--- src/rtl/alu_seq24.sv ---
// 24-bit sequential execution unit: single-cycle logic/arith ops plus an
// iterative radix-2 shift-add multiplier with a Busy/Done handshake.
module alu_seq24 #(
  parameter int WIDTH = 24,
  parameter int SHW   = 5
) (
  input  logic             Clock,
  input  logic             ResetN,
  input  logic             Start,
  input  logic [3:0]       ALUCtrl,
  input  logic [WIDTH-1:0] A,
  input  logic [WIDTH-1:0] B,
  output logic [WIDTH-1:0] Result,
  output logic             Zero,
  output logic             Overflow,
  output logic             Busy,
  output logic             Done
);

  localparam int CNT_W = $clog2(WIDTH);

  localparam logic [3:0] OP_AND = 4'b0000;
  localparam logic [3:0] OP_OR  = 4'b0001;
  localparam logic [3:0] OP_ADD = 4'b0010;
  localparam logic [3:0] OP_SUB = 4'b1010;
  localparam logic [3:0] OP_SLT = 4'b0011;
  localparam logic [3:0] OP_MUL = 4'b0100;
  localparam logic [3:0] OP_XOR = 4'b0101;
  localparam logic [3:0] OP_SLL = 4'b0110;

  typedef enum logic {IDLE, MUL} state_t;

  state_t state_q, state_d;

  logic [WIDTH-1:0] mcand_q, mplr_q, acc_q;
  logic [CNT_W-1:0] cnt_q;

  logic signed [WIDTH-1:0] sa, sb, sum_s, diff_s;
  logic [WIDTH-1:0]        res_c, acc_next;
  logic                    ovf_c, mul_last;

  function automatic logic add_ovf(input logic signed [WIDTH-1:0] a, b, r);
    return (a[WIDTH-1] == b[WIDTH-1]) && (r[WIDTH-1] != a[WIDTH-1]);
  endfunction

  function automatic logic sub_ovf(input logic signed [WIDTH-1:0] a, b, r);
    return (a[WIDTH-1] != b[WIDTH-1]) && (r[WIDTH-1] != a[WIDTH-1]);
  endfunction

  assign sa     = $signed(A);
  assign sb     = $signed(B);
  assign sum_s  = sa + sb;
  assign diff_s = sa - sb;

  always_comb begin
    res_c = '0;
    ovf_c = 1'b0;
    case (ALUCtrl)
      OP_AND: res_c = A & B;
      OP_OR:  res_c = A | B;
      OP_XOR: res_c = A ^ B;
      OP_ADD: begin
        res_c = sum_s;
        ovf_c = add_ovf(sa, sb, sum_s);
      end
      OP_SUB: begin
        res_c = diff_s;
        ovf_c = sub_ovf(sa, sb, diff_s);
      end
      OP_SLT: res_c = {{(WIDTH-1){1'b0}}, (sa < sb)};
      // shift amounts >= WIDTH shift everything out, giving zero
      OP_SLL: res_c = A << B[SHW-1:0];
      default: res_c = '0;
    endcase
  end

  assign acc_next = acc_q + (mplr_q[0] ? mcand_q : '0);
  assign mul_last = (state_q == MUL) && (cnt_q == CNT_W'(WIDTH-1));
  assign Busy     = (state_q == MUL);

  always_comb begin
    state_d = state_q;
    case (state_q)
      IDLE: if (Start && (ALUCtrl == OP_MUL)) state_d = MUL;
      MUL:  if (mul_last) state_d = IDLE;
      default: state_d = IDLE;
    endcase
  end

  always_ff @(posedge Clock or negedge ResetN) begin
    if (!ResetN) state_q <= IDLE;
    else         state_q <= state_d;
  end

  always_ff @(posedge Clock or negedge ResetN) begin
    if (!ResetN) begin
      Result   <= '0;
      Zero     <= 1'b0;
      Overflow <= 1'b0;
      Done     <= 1'b0;
      mcand_q  <= '0;
      mplr_q   <= '0;
      acc_q    <= '0;
      cnt_q    <= '0;
    end else begin
      Done <= 1'b0;
      if (state_q == IDLE && Start) begin
        Zero <= (A == B);
        if (ALUCtrl == OP_MUL) begin
          mcand_q <= A;
          mplr_q  <= B;
          acc_q   <= '0;
          cnt_q   <= '0;
        end else begin
          Result   <= res_c;
          Overflow <= ovf_c;
          Done     <= 1'b1;
        end
      end else if (state_q == MUL) begin
        // one shift-add iteration per clock; finish on the 24th
        acc_q   <= acc_next;
        mcand_q <= mcand_q << 1;
        mplr_q  <= mplr_q >> 1;
        cnt_q   <= cnt_q + CNT_W'(1);
        if (mul_last) begin
          Result   <= acc_next;
          Overflow <= 1'b0;
          Done     <= 1'b1;
          cnt_q    <= '0;
        end
      end
    end
  end

endmodule

--- config.mk ---
export PLATFORM = sky130hd
export DESIGN_NAME = alu_seq24
export DESIGN_NICKNAME = d
export VERILOG_FILES = /design/src/rtl/alu_seq24.sv
export SDC_FILE = /design/constraint.sdc
export NUM_CORES = 1
export LEC_CHECK = 0
export ABC_AREA = 0
export CAP_MARGIN = 5
export CORE_MARGIN = 2
export CORE_UTILIZATION = 50
export CTS_CLUSTER_DIAMETER = 100
export DETAILED_ROUTE_END_ITERATION = 7
export PLACE_DENSITY = 0.71
export SYNTH_ARGS = -nofsm -noshare
export SYNTH_HDL_FRONTEND = slang
export SYNTH_SLANG_ARGS = --single-unit
export TNS_END_PERCENT = 5
--- constraint.sdc ---
create_clock -name Clock -period 3.42 [get_ports Clock]
set_clock_uncertainty 0.05 [all_clocks]
set_input_delay 0.684 -clock Clock [delete_from_list [all_inputs] [get_ports Clock]]
set_output_delay 0.684 -clock Clock [all_outputs]
set_load 0.005 [all_outputs]
==> run metrics <==
cells on worst reg2reg path=13; pwr dens=536.6 mW/mm^2; routability cong.=0.9956; DP Wirelength=31,810 um; CTS Sinks=105; Synth top area share=between 20% and 30%; yosys warns=0; peak supply drop=0.5822 mV; die area=0.02218 mm^2; asr flop ratio synth=100.0%; status=finished clean; wire length per cell=22.67 um; Cells after Synth=1,293; Root Driver=clkbuf_16; register area=~0.0026 mm^2; clk_lat worst skew=370 ps; worst rel slew slack=54.12%; min Tclk post-route=between 3000 and 4000 ps; Worst path max stage delay=490 ps; GRT overflow=0; crit-path max FO=7; crit-path most repeated cell=buf_4; Synthesized Nets=1,454; Starting Density=50.43%; final setup fails=0; maxcap violations=0; Routed Wire Length=roughly 42,000 um; period utilisation layout=99.31%; die extent in x=148.9 um; Worst R2R Setup Slack=80 ps; CTS tree=done; CP Capture Type=flip-flop; actual slew at the worst max-slew pin=682.4 ps; Seq/Total Area, Yosys=roughly a quarter; core area=roughly 0.021 mm^2; drc violations=0; endpoints failing hold=0; nets@finish=1,721; largest net degree at the start of global routing=~120; Max clock buf depth=2; Worst EP arrival=approximately 3600 ps; vias per cell=6.031; I/O Buffers=82; chip height=148.9 um; # IOs=83; top cells by area, synth=dfrtp_1 (25%), ha_1 (12%), mux2i_1 (6.3%); Seq cells post-synth=105; RSZ-0062 raised after global routing=yes; Distinct cells, synth=70; Synth Flop Type=dfrtp_1; top cells by instance count after synthesis=nand2_1 (150), o21ai_0 (128), dfrtp_1 (105), ha_1 (103), a21oi_1 (96); Final Worst Setup Slack=23.72 ps; count of pins over their slew limit=0; fillcell total=1,808; multi-input logic area=about 0.0075 mm^2; antenna violations before repair=0; P&R area growth vs syn=32.51%; layout cells sized above 1=22.49%; Fmax=294.4 MHz; Synth area leader=dfrtp_1; count leader, synth=nand2_1; CP Data Required Time=3640 ps; Slowest-stage cell, CP=clkdlybuf4s50_1; first-pass GRT wire length=62,530 um; Avg Inst Size Synth=roughly 8.1 um^2; n_diodes=0; Post-Place Setup Slack=-576.2 ps; Setup crit start=A[7]; Clock transition at path regs=80 ps; routed vias=11,100; worst-path cell chain=clkdlybuf4s50_1 -> buf_4 -> ha_1 -> buf_4 -> nor2b_1 -> o21ai_0 -> buf_4 -> a21oi_1 -> nor3_4 -> o21ai_0 -> mux2i_1 -> xnor2_1 -> buf_4 -> nand2_1 -> a221oi_2; leakage=0.006402 uW; ANT nets after route=0; Crit Path Class=in2reg; TritonRoute pass-1 iters=6; Hold Path Class=in2async; count of flip-flops with a built-in enable after synthesis=0; Rows=53; H-tree levels=3; All-Layer GR Usage=between 30% and 40%; startpoint types=input pin; Post-Syn Area=0.01050 mm^2; hold slack=280.4 ps; DRT iter0 DRCs=828; Worst Setup EP=Result[17]; TritonCTS buffer count=9; reg-to-reg critical path endpoint=acc_q[23]; number of global-route vias before repair=approximately 11,000; worst r2r src=mplr_q[0]
-- cells in the final DEF, fill, tap and decap left out, drive strengths merged, types with 18 or more instances in the layout --
cell type / synthesis / final
a21o: 20 / 20
a21oi: 96 / 96
a221oi: 21 / 21
and2: 28 / 28
buf: 18 / 259
clkdlybuf4s50: 0 / 77
dfrtp: 105 / 105
ha: 103 / 103
inv: 79 / 84
mux2i: 66 / 66
mux4: 18 / 18
nand2: 150 / 150
nand2b: 19 / 19
nand3: 24 / 24
nor2: 79 / 79
nor3: 22 / 22
o21ai: 132 / 132
xnor2: 24 / 24
-- cell families after synthesis --
family,share of synthesized area (%)
compound gates,26.01
xor+xnor,3.336
fa+ha+maj,12.85
buf+inv,6.077
flops,25.02
mux,10.26
simple gates,16.44
-- worst min path at each step --
| stage | cells past startpoint | slack (ps) | endpoint | from |
|---|---|---|---|---|
| floorplan | 0 | 340 | Busy | ResetN |
| global placement | 2 | 410 | mplr_q[13] | mplr_q[13] |
| detailed placement | 2 | 420 | mplr_q[2] | mplr_q[2] |
| CTS | 1 | 300 | cnt_q[4] | ResetN |
| global route | 1 | 330 | cnt_q[4] | ResetN |
| finish | 1 | 280 | cnt_q[4] | ResetN |
-- what timing repair did --
action / 4_1_cts / 5_1_grt
hold buffers: 0 / 0
setup buffers: 0 / 3
pin swaps: 3 / 10
hold endpoints to repair: 0 / 0
gates resized for setup: 20 / 33
endpoints found under the setup margin: 12 / 19
-- metrics by stage --
step	util, %	total power (uW)	TNS, ps	cell area, um^2	instances
after floorplan	-	4525	-23.98	10510	1293
after global placement	64.18	6092	-6878	13360	1821
after detailed placement	64.18	6210	-7386	13360	1821
after CTS	65.86	7346	-21.30	13710	1837
after global routing	66.82	7932	-533.0	13910	1840
final	66.82	7466	0	13910	1840
-- final cells by class --
class,instances,share of cell area (%)
clock buffers,9,1.619
clock inverters,7,0.4227
inverters,80,2.158
multi-input cells,1024,53.93
flip-flops and latches,105,18.88
well taps,275,2.473
repair buffers,340,20.51
-- critical path, delay by kind of cell --
family,cells,cell delay (ps)
fa+ha+maj,1,210
compound gates,4,980
xor+xnor,1,160
mux,1,110
simple gates,3,330
buf+inv,5,1120
-- registers in the layout, indices dropped and copies added (netlist names) --
| register | count |
|---|---|
| Result | 24 |
| acc_q | 24 |
| mcand_q | 24 |
| mplr_q | 24 |
| cnt_q | 5 |
| Busy | 1 |
| Done | 1 |
| Overflow | 1 |
| Zero | 1 |
-- metal layers --
metal | wire, um | global-route usage, % | vias to the layer above
met1 | 17280 | 48.09 | 5222
met4 | 2207 | 18.48 | 0
li1 | - | - | 5228
met5 | 0 | 0 | -
met2 | 19110 | 59.77 | 517
met3 | 3109 | 6.942 | 130
-- where the power goes --
part           leakage, uW  switching (uW)  internal [uW]
Sequential         0.00132             385           1780
Combinational      0.00494            2320           1880
Clock             0.000144             587            513
No activity file was read; power rests on OpenSTA's default activity.
